[config.mk]
export PLATFORM = sky130hd
export DESIGN_NAME = memtrace_capture
export DESIGN_NICKNAME = d
export VERILOG_FILES = /design/src/rtl/memtrace_capture.sv
export SDC_FILE = /design/constraint.sdc
export NUM_CORES = 2
export LEC_CHECK = 0
export CORE_MARGIN = 2
export CORE_UTILIZATION = 55
export DETAILED_ROUTE_END_ITERATION = 7
export PLACE_DENSITY = 0.69
export SLEW_MARGIN = 15
export SYNTH_ARGS = -nofsm -noshare
export SYNTH_HDL_FRONTEND = slang
export SYNTH_MEMORY_MAX_BITS = 65536
export SYNTH_SLANG_ARGS = --single-unit
[constraint.sdc]
create_clock -name clock -period 83.5 [get_ports clock]
set_clock_uncertainty 0.1 [all_clocks]
set_input_delay 8.35 -clock clock [delete_from_list [all_inputs] [get_ports clock]]
set_output_delay 8.35 -clock clock [all_outputs]
set_load 0.03 [all_outputs]
[src/rtl/memtrace_capture.sv]
// Memory-trace capture: buffers multi-lane request snapshots stamped with a cycle
// count and serializes them into one record per valid lane on a valid/ready port.

module memtrace_lane_pick #(
  parameter int DATA_WIDTH    = 64,
  parameter int LOGSIZE_WIDTH = 8
) (
  input  logic                     sel,
  input  logic [DATA_WIDTH-1:0]    address,
  input  logic [DATA_WIDTH-1:0]    data,
  input  logic                     is_store,
  input  logic [LOGSIZE_WIDTH-1:0] size,
  output logic [DATA_WIDTH-1:0]    pick_address,
  output logic [DATA_WIDTH-1:0]    pick_data,
  output logic                     pick_is_store,
  output logic [LOGSIZE_WIDTH-1:0] pick_size
);
  assign pick_address  = sel ? address  : '0;
  assign pick_data     = sel ? data     : '0;
  assign pick_is_store = sel & is_store;
  assign pick_size     = sel ? size     : '0;
endmodule

module memtrace_capture #(
  parameter int NUM_LANES     = 4,
  parameter int DATA_WIDTH    = 64,
  parameter int LOGSIZE_WIDTH = 8,
  parameter int DEPTH         = 8,
  parameter int CYCLE_WIDTH   = 64
) (
  input  logic                               clock,
  input  logic                               reset,
  input  logic [NUM_LANES-1:0]               trace_write_valid,
  input  logic [DATA_WIDTH*NUM_LANES-1:0]    trace_write_address,
  input  logic [NUM_LANES-1:0]               trace_write_is_store,
  input  logic [LOGSIZE_WIDTH*NUM_LANES-1:0] trace_write_size,
  input  logic [DATA_WIDTH*NUM_LANES-1:0]    trace_write_data,
  input  logic                               trace_write_finished,
  output logic                               trace_write_ready,
  output logic                               rec_valid,
  input  logic                               rec_ready,
  output logic [CYCLE_WIDTH-1:0]             rec_cycle,
  output logic [7:0]                         rec_lane_id,
  output logic [DATA_WIDTH-1:0]              rec_address,
  output logic [DATA_WIDTH-1:0]              rec_data,
  output logic                               rec_is_store,
  output logic [LOGSIZE_WIDTH-1:0]           rec_size,
  output logic                               rec_last,
  output logic [31:0]                        dropped,
  output logic                               done
);
  localparam int AW = $clog2(DEPTH);

  typedef struct packed {
    logic [NUM_LANES-1:0]                    mask;
    logic [NUM_LANES-1:0][DATA_WIDTH-1:0]    addr;
    logic [NUM_LANES-1:0][DATA_WIDTH-1:0]    data;
    logic [NUM_LANES-1:0]                    is_store;
    logic [NUM_LANES-1:0][LOGSIZE_WIDTH-1:0] size;
    logic [CYCLE_WIDTH-1:0]                  cyc;
  } snap_t;

  typedef enum logic {IDLE, EMIT} state_t;

  snap_t                  mem [DEPTH];
  snap_t                  wr_snap, head, nxt;
  logic [AW:0]            wptr, rptr, rptr_nx, count;
  logic [CYCLE_WIDTH-1:0] cyc;
  logic [NUM_LANES-1:0]   rem_q, rem_d, sel;
  state_t                 state_q, state_d;
  logic                   empty, full, push, drop, pop, more, emit;
  logic                   fin_seen, done_q;

  assign rptr_nx = rptr + (AW+1)'(1);
  assign count   = wptr - rptr;
  assign empty   = (wptr == rptr);
  assign full    = (wptr[AW] != rptr[AW]) && (wptr[AW-1:0] == rptr[AW-1:0]);
  assign more    = count > (AW+1)'(1);
  assign head    = mem[rptr[AW-1:0]];
  assign nxt     = mem[rptr_nx[AW-1:0]];

  assign trace_write_ready = !full;
  assign push = trace_write_ready && (|trace_write_valid);
  assign drop = !trace_write_ready && (|trace_write_valid);

  always_comb begin
    wr_snap          = '0;
    wr_snap.mask     = trace_write_valid;
    wr_snap.addr     = trace_write_address;
    wr_snap.data     = trace_write_data;
    wr_snap.is_store = trace_write_is_store;
    wr_snap.size     = trace_write_size;
    wr_snap.cyc      = cyc;
  end

  always_ff @(posedge clock)
    if (push) mem[wptr[AW-1:0]] <= wr_snap;

  // Current record is the lowest still-pending lane of the head snapshot.
  assign emit     = (state_q == EMIT);
  assign sel      = emit ? (rem_q & -rem_q) : '0;
  assign rec_last = emit && ((rem_q & (rem_q - NUM_LANES'(1))) == '0);

  always_comb begin
    state_d = state_q;
    rem_d   = rem_q;
    pop     = 1'b0;
    case (state_q)
      IDLE: if (!empty) begin
        state_d = EMIT;
        rem_d   = head.mask;
      end
      EMIT: if (rec_ready) begin
        rem_d = rem_q & ~sel;
        if (rec_last) begin
          pop = 1'b1;
          if (more) rem_d = nxt.mask;
          else      state_d = IDLE;
        end
      end
      default: state_d = IDLE;
    endcase
  end

  logic [NUM_LANES-1:0][DATA_WIDTH-1:0]    pick_addr, pick_data;
  logic [NUM_LANES-1:0][LOGSIZE_WIDTH-1:0] pick_size;
  logic [NUM_LANES-1:0]                    pick_store;

  for (genvar g = 0; g < NUM_LANES; g++) begin : g_lane
    memtrace_lane_pick #(.DATA_WIDTH(DATA_WIDTH), .LOGSIZE_WIDTH(LOGSIZE_WIDTH)) u_pick (
      .sel(sel[g]), .address(head.addr[g]), .data(head.data[g]),
      .is_store(head.is_store[g]), .size(head.size[g]),
      .pick_address(pick_addr[g]), .pick_data(pick_data[g]),
      .pick_is_store(pick_store[g]), .pick_size(pick_size[g])
    );
  end

  always_comb begin
    rec_address  = '0;
    rec_data     = '0;
    rec_size     = '0;
    rec_lane_id  = '0;
    rec_is_store = |pick_store;
    for (int i = 0; i < NUM_LANES; i++) begin
      rec_address = rec_address | pick_addr[i];
      rec_data    = rec_data | pick_data[i];
      rec_size    = rec_size | pick_size[i];
      if (sel[i]) rec_lane_id = 8'(i);
    end
  end

  assign rec_valid = emit;
  assign rec_cycle = emit ? head.cyc : '0;
  assign done      = done_q || (fin_seen && empty && state_q == IDLE);

  always_ff @(posedge clock) begin
    if (!reset) begin
      wptr     <= '0;
      rptr     <= '0;
      cyc      <= '0;
      dropped  <= '0;
      fin_seen <= 1'b0;
      done_q   <= 1'b0;
      state_q  <= IDLE;
      rem_q    <= '0;
    end else begin
      cyc     <= cyc + CYCLE_WIDTH'(1);
      state_q <= state_d;
      rem_q   <= rem_d;
      done_q  <= done;
      if (push) wptr <= wptr + (AW+1)'(1);
      if (pop)  rptr <= rptr_nx;
      if (drop && dropped != '1) dropped <= dropped + 32'd1;
      if (trace_write_finished) fin_seen <= 1'b1;
    end
  end
endmodule

==> flow_summary.json <==
{
  "status": "completed",
  "vdd_ir_drop_max_mv": 0.0230,
  "path_max_fanout": 49,
  "ys.flop_type": "edfxtp_1",
  "wl_per_cell_um": 30.3,
  "drtIter0Drc": 9348,
  "place_hpwl_um": 242000,
  "min_period_ns": 18.08,
  "setup.worst_path.end_class": "primary output",
  "hold_class": "flop to flop",
  "p_int_w": 0.00449,
  "design.core.area_mm2": 0.349,
  "switchingPower_w": 0.00136,
  "gp_congestion": 0.759,
  "p_seq_share_pct": 50.3,
  "synth_edf_count": 4928,
  "critPathLaunchType": "flop",
  "tightest_slew_ns": 1.22,
  "drt_wl_total_um": 439000,
  "syn-cell-area_mm2": 0.193,
  "crit_type": "flop to primary output",
  "drtAntennaViolNets": 0,
  "numClockSinks": 5042,
  "final_nets": 9927,
  "ys_warn_count": 0,
  "grt_pass1_wl_um": 639000,
  "cts-buffers-inserted": 483,
  "grt_overflow": 0,
  "n_fill_cell": 22661,
  "clockPowerShare_pct": 37.3,
  "maxCapViolCount": 0,
  "path_clk_slew_ns": 0.06,
  "cts_resized": 0,
  "synth-seq-area-share_pct": 78.0,
  "clockRootBuffer": "clkbuf_16",
  "synth_cell_type_count": 64,
  "vias": 89923,
  "fin_crit_sh_pct": 21.7,
  "ios": 801,
  "start_util_pct": 55.2,
  "die_w_um": 596,
  "pwr-share-comb_pct": 12.4,
  "final_cell_area_mm2": 0.222,
  "clk_path_buf_depth": 4,
  "instances_no_fill": 14478,
  "fp.dieH_um": 596,
  "clk_latency_ns": 1.03,
  "switching_share_pct": 23.2,
  "p_leak_nw": 67.8,
  "maxSlewViolCount": 0,
  "synthToLayoutAreaGrowth_pct": 15.4,
  "arrival_ns": 9.63,
  "cts_tree": "done",
  "dieArea_mm2": 0.355,
  "grt_max_degree": 157,
  "synthCells": 8367,
  "viasPerCell": 6.21,
  "num_rows": 217,
  "cts.hold.buffers_added": 0,
  "grt_pass1_vias": 92643,
  "antenna_found_initial": 212,
  "drive_above_1_share_pct": 23.2,
  "fmax_ghz": 0.0553,
  "htreeDepth": 5,
  "dr.pass1.iters": 8,
  "async_flop_share_pct": 0,
  "setup_viol_count_final": 0,
  "dp_cells": 13476,
  "avgSynthCellArea_um2": 23.0,
  "track_usage_pct": 24.6,
  "place_area_mm2": 0.206,
  "hold_viol": 0,
  "yosys_register_bits": 5042,
  "whs_ns": 0.384,
  "cp_data_required_time_ns": 75.05,
  "grt_setup_unrepaired": "false",
  "powerDensity_mw_per_mm2": 26.3,
  "finalSetupTns_ns": 0,
  "cts_setup_buffers": 0,
  "port_buffers": 794,
  "drc_errors": 0,
  "slew-limit-headroom_pct": 18.7
}
## final timing paths
check                           depth (start not counted)  slack (ns)      from              end
worst max-delay path                                   12       65.42      flop  rec_address[41]
worst min-delay path                                    2        0.38  fin_seen         fin_seen
worst max register to register                         10       75.89   rptr[0]      mem[3][439]
worst min register to register                          2        0.38  fin_seen         fin_seen
## critical path, cell delays in order, from the launching register on
cell             delay, ns
dfxtp_4               0.82
buf_4                 0.87
buf_4                 0.90
buf_4                 0.74
buf_4                 0.65
buf_4                 0.80
buf_4                 0.86
buf_4                 0.83
mux4_2                0.61
mux2i_1               0.16
o22ai_1               0.15
or2_2                 0.36
clkdlybuf4s50_1       0.60
## power groups by stage
| stage | Sequential (W) | Clock (W) | Combinational, W |
|---|---|---|---|
| finish | 0.00294 | 0.00218 | 0.000723 |
| global route | 0.00295 | 0.00231 | 0.000772 |
| CTS | 0.00294 | 0.00221 | 0.000736 |
| detailed placement | 0.00300 | 0 | 0.000734 |
| global placement | 0.00299 | 0 | 0.000726 |
| floorplan | 0.00315 | 0 | 0.000480 |
## cells in the final DEF, fill, tap and decap left out, types with 17 or more instances in the layout
cell                n
edfxtp_1         4928
mux4_2           1240
clkdlybuf4s50_1   793
mux2i_1           630
clkbuf_16         486
o22ai_1           274
or2_2             137
buf_4             132
clkinv_1          115
dfxtp_1           110
diode_2            99
clkbuf_1           97
clkinv_2           93
nand2_1            74
nor2b_1            66
nor2_1             66
bufinv_16          57
nand3_1            35
a21oi_1            34
nand4_1            28
buf_12             25
nand2b_1           24
xor2_1             24
o21ai_0            22
nor4_1             21
inv_1              20
o31ai_1            17
## cell type report
| cell class | count | area, µm² | share of cell area (%) |
|---|---|---|---|
| timing repair buffer | 953 | 9470 | 4.26 |
| multi-input combinational | 2862 | 40500 | 18.2 |
| clock buffer | 588 | 12600 | 5.67 |
| inverter | 21 | 78.8 | 0.0355 |
| clock inverter | 314 | 3350 | 1.51 |
| sequential | 5042 | 150000 | 67.6 |
| tap | 4599 | 5750 | 2.59 |
| antenna | 99 | 248 | 0.111 |
## per-layer routing
metal  up-vias  global-route usage, %  share of wire (%)
met5         -                      0               0.19
met4       136                   7.01                2.6
met3       748                   6.33                8.9
met2      3193                   39.3                 49
met1     48109                   33.9                 40
li1      37737                      -                  -
## state kept, by name, summed over array words and instances (netlist names), named ones only
register   flops
mem         4928
cyc           64
dropped       32
rem_q          4
rptr           4
wptr           4
done_q         1
fin_seen       1
rec_valid      1
## stage by stage
stage                     power (W)  setup slack [ns]  util, %
after global placement      0.00371             66.09     59.0
after CTS                   0.00589             64.89     63.6
after global routing        0.00603             64.24     63.7
final                       0.00584             65.42     63.7
after floorplan             0.00363             30.58        -
after detailed placement    0.00373             65.99     59.0
## cell families after synthesis
| kind of cell | after synthesis | synth area share [%] |
|---|---|---|
| mux | 1876 | 17.8 |
| xor+xnor | 36 | 0.168 |
| compound gates | 387 | 1.27 |
| flops | 5042 | 78.0 |
| buf+inv | 468 | 1.03 |
| fa+ha+maj | 9 | 0.0611 |
| other cells | 1 | 0.00195 |
| simple gates | 548 | 1.63 |
## synthesized netlist by cell type, drive strengths merged, types with 2 or more instances
cell type | count | share of area, %
o311ai | 10 | 0.045
mux4 | 1240 | 15
o21ai | 22 | 0.057
a21oi | 34 | 0.088
or4b | 2 | 0.010
or4 | 15 | 0.062
nor4 | 24 | 0.092
mux2 | 6 | 0.035
ha | 7 | 0.045
and2 | 10 | 0.032
inv | 21 | 0.041
o21a | 3 | 0.012
nand3b | 2 | 0.0078
a31oi | 2 | 0.0065
dfxtp | 114 | 1.2
mux2i | 630 | 3.3
edfxtp | 4928 | 77
nand4 | 32 | 0.13
nand2b | 24 | 0.078
o41ai | 8 | 0.036
xor2 | 25 | 0.12
o211ai | 4 | 0.016
or2 | 137 | 0.45
clkbuf | 213 | 0.42
buf | 233 | 0.57
nand2 | 76 | 0.15
o31ai | 18 | 0.070
nor2b | 66 | 0.21
o21bai | 8 | 0.031
o22ai | 274 | 0.89
and3 | 12 | 0.040
nor3 | 11 | 0.031
xnor2 | 11 | 0.050
nand3 | 37 | 0.096
nor2 | 72 | 0.14
or3 | 16 | 0.052
and4 | 7 | 0.034
Note: power is estimated with default switching activity, not from simulation.
